===== src/rtl/led_pwm_ctrl.sv =====
// Multi-channel LED driver with off/on/blink/PWM modes. A single pending
// configuration slot is committed only on PWM period boundaries.
module led_pwm_ctrl #(
  parameter int unsigned N_CH           = 4,
  parameter int unsigned CNT_W          = 32,
  parameter int unsigned BLINK_BIT      = 24,
  parameter int unsigned PWM_W          = 8,
  parameter int unsigned PWM_DIV        = 98,
  parameter bit          LED_ACTIVE_LOW = 1'b0
) (
  input  logic             clk25,
  input  logic             fpga_rst_n,
  input  logic             cfg_valid,
  output logic             cfg_ready,
  input  logic [3:0]       cfg_ch,
  input  logic [1:0]       cfg_mode,
  input  logic [PWM_W-1:0] cfg_duty,
  output logic             cfg_err,
  output logic             busy,
  output logic [N_CH-1:0]  led_out
);

  localparam int unsigned      PRE_W    = (PWM_DIV > 1) ? $clog2(PWM_DIV) : 1;
  localparam logic [PRE_W-1:0] PRE_LAST = PRE_W'(PWM_DIV - 1);
  localparam logic [4:0]       N_CH_L   = 5'(N_CH);
  localparam logic [N_CH-1:0]  POL      = {N_CH{LED_ACTIVE_LOW}};

  localparam logic [1:0] MODE_OFF   = 2'b00;
  localparam logic [1:0] MODE_ON    = 2'b01;
  localparam logic [1:0] MODE_BLINK = 2'b10;
  localparam logic [1:0] MODE_PWM   = 2'b11;

  logic [CNT_W-1:0] led_cnt;
  logic [PRE_W-1:0] presc;
  logic [PWM_W-1:0] pwm_cnt;
  logic             tick;
  logic             boundary;
  logic             xfer;
  logic             ch_ok;

  logic             pend_vld;
  logic [3:0]       pend_ch;
  logic [1:0]       pend_mode;
  logic [PWM_W-1:0] pend_duty;

  logic [1:0]       act_mode [N_CH];
  logic [PWM_W-1:0] act_duty [N_CH];
  logic [N_CH-1:0]  raw;

  assign tick      = (presc == PRE_LAST);
  assign boundary  = tick && (pwm_cnt == '1);
  assign cfg_ready = !pend_vld;
  assign busy      = pend_vld;
  assign xfer      = cfg_valid && cfg_ready;
  assign ch_ok     = ({1'b0, cfg_ch} < N_CH_L);

  always_ff @(posedge clk25 or negedge fpga_rst_n) begin
    if (!fpga_rst_n) begin
      led_cnt <= '0;
      presc   <= '0;
      pwm_cnt <= '0;
    end else begin
      led_cnt <= led_cnt + 1'b1;
      presc   <= tick ? '0 : presc + 1'b1;
      if (tick)
        pwm_cnt <= pwm_cnt + 1'b1;
    end
  end

  // Pending slot is set the cycle after the transfer, so a boundary that
  // coincides with the transfer itself can never commit it.
  always_ff @(posedge clk25 or negedge fpga_rst_n) begin
    if (!fpga_rst_n) begin
      pend_vld  <= 1'b0;
      pend_ch   <= '0;
      pend_mode <= '0;
      pend_duty <= '0;
      cfg_err   <= 1'b0;
      for (int unsigned i = 0; i < N_CH; i++) begin
        act_mode[i] <= MODE_OFF;
        act_duty[i] <= '0;
      end
    end else begin
      cfg_err <= xfer && !ch_ok;
      if (pend_vld && boundary) begin
        pend_vld <= 1'b0;
        for (int unsigned i = 0; i < N_CH; i++) begin
          if (pend_ch == 4'(i)) begin
            act_mode[i] <= pend_mode;
            act_duty[i] <= pend_duty;
          end
        end
      end else if (xfer && ch_ok) begin
        pend_vld  <= 1'b1;
        pend_ch   <= cfg_ch;
        pend_mode <= cfg_mode;
        pend_duty <= cfg_duty;
      end
    end
  end

  always_comb begin
    raw = '0;
    for (int unsigned i = 0; i < N_CH; i++) begin
      case (act_mode[i])
        MODE_OFF:   raw[i] = 1'b0;
        MODE_ON:    raw[i] = 1'b1;
        MODE_BLINK: raw[i] = led_cnt[BLINK_BIT];
        MODE_PWM:   raw[i] = (pwm_cnt < act_duty[i]);
        default:    raw[i] = 1'b0;
      endcase
    end
  end

  always_ff @(posedge clk25 or negedge fpga_rst_n) begin
    if (!fpga_rst_n)
      led_out <= POL;
    else
      led_out <= raw ^ POL;
  end

endmodule


===== config.mk =====
export PLATFORM = sky130hd
export DESIGN_NAME = led_pwm_ctrl
export DESIGN_NICKNAME = d
export VERILOG_FILES = /design/src/rtl/led_pwm_ctrl.sv
export SDC_FILE = /design/constraint.sdc
export NUM_CORES = 1
export LEC_CHECK = 0
export CORE_MARGIN = 2
export CORE_UTILIZATION = 60
export CTS_CLUSTER_DIAMETER = 50
export DETAILED_ROUTE_END_ITERATION = 16
export GPL_ROUTABILITY_DRIVEN = 0
export PLACE_DENSITY = 0.88
export SLEW_MARGIN = 15
export SYNTH_ARGS = -nofsm -noshare
export SYNTH_HDL_FRONTEND = slang
export SYNTH_SLANG_ARGS = --single-unit

===== constraint.sdc =====
create_clock -name clk25 -period 4.5 [get_ports clk25]
set_input_delay 0.9 -clock clk25 [delete_from_list [all_inputs] [get_ports clk25]]
set_output_delay 0.9 -clock clk25 [all_outputs]
set_load 0.02 [all_outputs]

==> reports/summary.md <==
The flow ran to the end, and the final reports show no timing, DRC or antenna violations. TritonCTS built the clock tree. For this run the aggregate overflow at the end of global routing stands at 0.

The area of combinational cells with multiple inputs is 0.002210 mm², and the layout overhead on the synthesized area is 10.21%. The floorplan step defined a die boundary enclosing 0.008911 mm². The final critical path takes up 60.53% of the cycle. From bottom edge to top edge, the die measures 94.40 µm.

The run gives 0 as the number of antenna violations at the first check in global routing. The run gives 3261 as the via count of the first global-routing pass. The sequential cell area fraction in the yosys report was 51.03%. Summing the areas of all and, or, nand and nor instances in the mapped netlist gives 12.09% of the synthesized area. The largest stage delay on the critical path is 710 ps, and the total of endpoints with negative setup slack in the final report is 0. The max-slew headroom at the worst pin was 29.85%; the worst path arrival time was 2990 ps.

The setup skew after layout was 12.62 ps; the synthesized netlist net count was 444. In this run, placement finished with an instance count of 514. The worst setup path is captured at a flop.

The final HPWL from detailed placement is 6812 µm, and the total inserted antenna cells is 0. The post-layout instance count excluding filler cells came out at 530. The library cell used most frequently in the layout, excluding fill and tap cells, is dfrtp_1. Buffers inserted during clock tree synthesis total 9. The floorplan step defined a core boundary enclosing 0.007807 mm². The time the worst path needs with I/O delays and setup was 2724 ps; the hold buffer count at cts was 0. The first global-routing pass estimated 16300 µm of wire. Global routing consumed, over all layers together, 24.20% of the routing resources.

The cell area after synthesis is 0.004903 mm². The most critical setup path has its startpoint at pwm_cnt[1]$_DFFE_PN0N_. The startpoint of the worst register-to-register path was pwm_cnt[1]$_DFFE_PN0N_.

For this block, the initial DRC count from the detailed router was 167. The static leakage was 2.579 nW. The main flop type after synthesis is dfrtp_1. The total of cells resized after clock tree synthesis was 0. The final layout contains 472 nets.

The first TritonRoute pass finished after 4 iterations. After synthesis, the mean cell area works out to 12.41 µm². After clock tree synthesis, the clock-pin slew on the worst setup and hold paths is 110 ps.

The actual slew at the worst max-slew pin came out at 1046 ps. At the worst endpoint, the required time is 4760 ps. The tools report the post-layout worst setup margin as 1776 ps. The endpoint identified for the worst register-to-register timing path is act_duty[22]$_DFFE_PN0P_.

Across all register-to-register paths, the minimum setup slack is 1780 ps. Input and output buffers added on the ports amount to 23. Timing would allow up to 367.1 MHz. Among all stages on the critical path, the largest delay is contributed by nand4b_1. The length in cells of the worst reg-to-reg path was 5. Counting flops with a built-in enable in the synthesized netlist gives 0. Counting both buffers and inverters, the worst setup path holds a total of 0. Setup repair after global routing left no endpoint under its margin. The startpoint of the most critical hold path is led_cnt[13]$_DFF_PN0_. For this block, the via count after detailed routing is 3059. The count of filler cells inserted in the layout is 537. Max-cap violations in this run came to 0. Dividing the detail-routed wire length by the instance count gives 17.86 µm. Leaving out fill and tap cells, the most frequent cells in the layout are dfrtp_1 (100), inv_1 (36), ha_1 (32).

In the routed layout, each cell is associated on average with a via count of 5.772. The run gives 380 ps as the worst-skew pair later-pin latency. The max-slew violation total from the final report was 0.

The run gives 0 as the final number of hold-violating endpoints. The post-synthesis compound-gate area fraction is 4.338%. The run gives 0 as the number of nets with antenna violations after detailed routing. Number of core rows: 32. The footprint of the flip-flops and latches was 0.002502 mm². In the final layout, the share of cells above drive strength 1 is 17.99%. The critical path class is flop to flop.

The run gives 81 as the maximum number of pins on one net before global-route repair. The CTS H-tree depth is 3. The xor-xnor portion of the synthesized cell area came out at 5.894%. The post-synthesis mux area share was 14.47%. The number of clock sinks came out at 100. By area, the combinational part of the netlist is dominated by multiplexers. For this run, asynchronously set or reset flops after synthesis account for 100.0%. Grouping stages by cell kind, the critical path spends the most delay in simple AND/OR/NAND/NOR gates.

The total negative setup slack came out at 0 ps. The signal on the critical path passes through ha_1 > nand2_1 > nor4_4 > nand4b_1 > mux2_4. IR analysis of the VDD net gives a maximum drop of 0.2391 mV. Of the total synthesized cell area, the portion taken by full adders, half adders and majority gates is 8.165%. In this run the power density over the cells is 317.0 mW/mm².

Worst min-delay path endpoint: led_cnt[13]$_DFF_PN0_. The Yosys step of the flow raised 0 warnings. The initial utilization of the core area, before any placement, comes to 62.80%. The maximum clock path buffer count is 2, and the worst hold path cell count is 1. Clock root buffer master: clkbuf_8.

At the placement stage, the worst setup path has a slack of 1727 ps. The tools report the category of the worst setup path launch point as a flop. Counting flops and latches in the post-synthesis netlist gives 100. Hold slack: 474.3 ps. Maximum fanout along the worst path: 10. In this run the horizontal extent of the chip is 94.40 µm. After detailed routing, the number of remaining DRC violations is 0. The synthesized netlist cell count was 395; the count of distinct cell types in the synthesized netlist was 35.

The worst min-delay path category was flop to flop. For the overall routed net length, the log shows 9466 µm. Pin placement for this block handled 24 I/O pins.

Once the clock tree was built, the setup fixing pass inserted 0 buffers.
worst reg2reg max path: cells and delay by family (launching register included):
kind / cells / cell delay [ps]
and+or+nand+nor: 3 / 1250
muxes: 1 / 540
DFF: 1 / 530
adders and majority gates: 1 / 290
flip-flops by register name, summed over array words and instances (netlist names):
signal and flops:
pend_ch 4, pwm_cnt 8, busy 1, led_out 4, pend_duty 8, pend_mode 2
act_mode 8, led_cnt 25, presc 7, cfg_err 1, act_duty 32
through the flow:
step	area [µm²]	power [W]	utilization, %
finish	5404	0.001713	69.21
global route	5404	0.001772	69.21
floorplan	4903	0.001079	-
CTS	5404	0.001716	69.21
detailed placement	5210	0.001171	66.73
global placement	5210	0.001162	66.73
area by class of cell:
class	instances	area share, %
clock buffers	10	2.547
flip-flops and latches	100	46.31
multi-input cells	252	40.89
clock inverters	6	1.042
well taps	102	2.362
repair buffers	24	4.353
inverters	36	2.501
cells in the mapped netlist, drive strengths merged (3+ instances only):
cell type	n	area [µm²]
dfrtp	100	2502
mux2	53	709.4
inv	36	135.1
ha	32	400.4
xnor2	27	236.5
a21oi	17	85.08
nand2	17	63.81
nand3	17	85.08
nand4	16	115.1
nor2	15	56.30
o21ai	10	50.05
and3	8	50.05
buf	6	57.55
xor2	6	52.55
a211oi	4	30.03
a21o	4	30.03
nand2b	4	25.02
nand3b	4	30.03
nor2b	3	18.77
nor4	3	63.81
cells by family (layout without fill, tap and decap cells):
group	after synthesis	in the layout
multiplexers	53	53
AND/OR/NAND/NOR	97	97
XOR/XNOR	33	33
flip-flops	100	100
buffers and inverters	43	76
adder cells (fa/ha/maj)	32	32
AO/OA/AOI/OAI	37	37
per-layer routing:
metal / wire length, µm / up-vias / global-route usage [%]
met5: 0 / - / 0
met4: 276 / 0 / 11.11
met3: 236 / 30 / 3.990
met2: 4641 / 56 / 39.05
met1: 4312 / 1544 / 32.40
li1: - / 1429 / -
worst max path at each step:
stage	end	slack, ps	cells after the start
2_1_floorplan	pend_ch[0]$_DFFE_PN0P_	2370	4
3_3_place_gp	pend_mode[0]$_DFFE_PN0P_	1750	4
3_5_place_dp	pend_duty[7]$_DFFE_PN0P_	1730	4
4_1_cts	act_duty[11]$_DFFE_PN0P_	1790	5
5_1_grt	act_duty[13]$_DFFE_PN0P_	1650	5
6_report	act_duty[22]$_DFFE_PN0P_	1780	5
power by group:
| part | internal, W | total (W) | switching (W) | leakage, nW |
|---|---|---|---|---|
| clock | 0.000227 | 0.000561 | 0.000335 | 0.0965 |
| sequential | 0.000948 | 0.00104 | 0.0000930 | 1.34 |
| combinational | 0.0000673 | 0.000111 | 0.0000437 | 1.14 |
| total | 0.00124 | 0.00171 | 0.000471 | 2.58 |
Note: power is estimated with default switching activity, not from simulation.
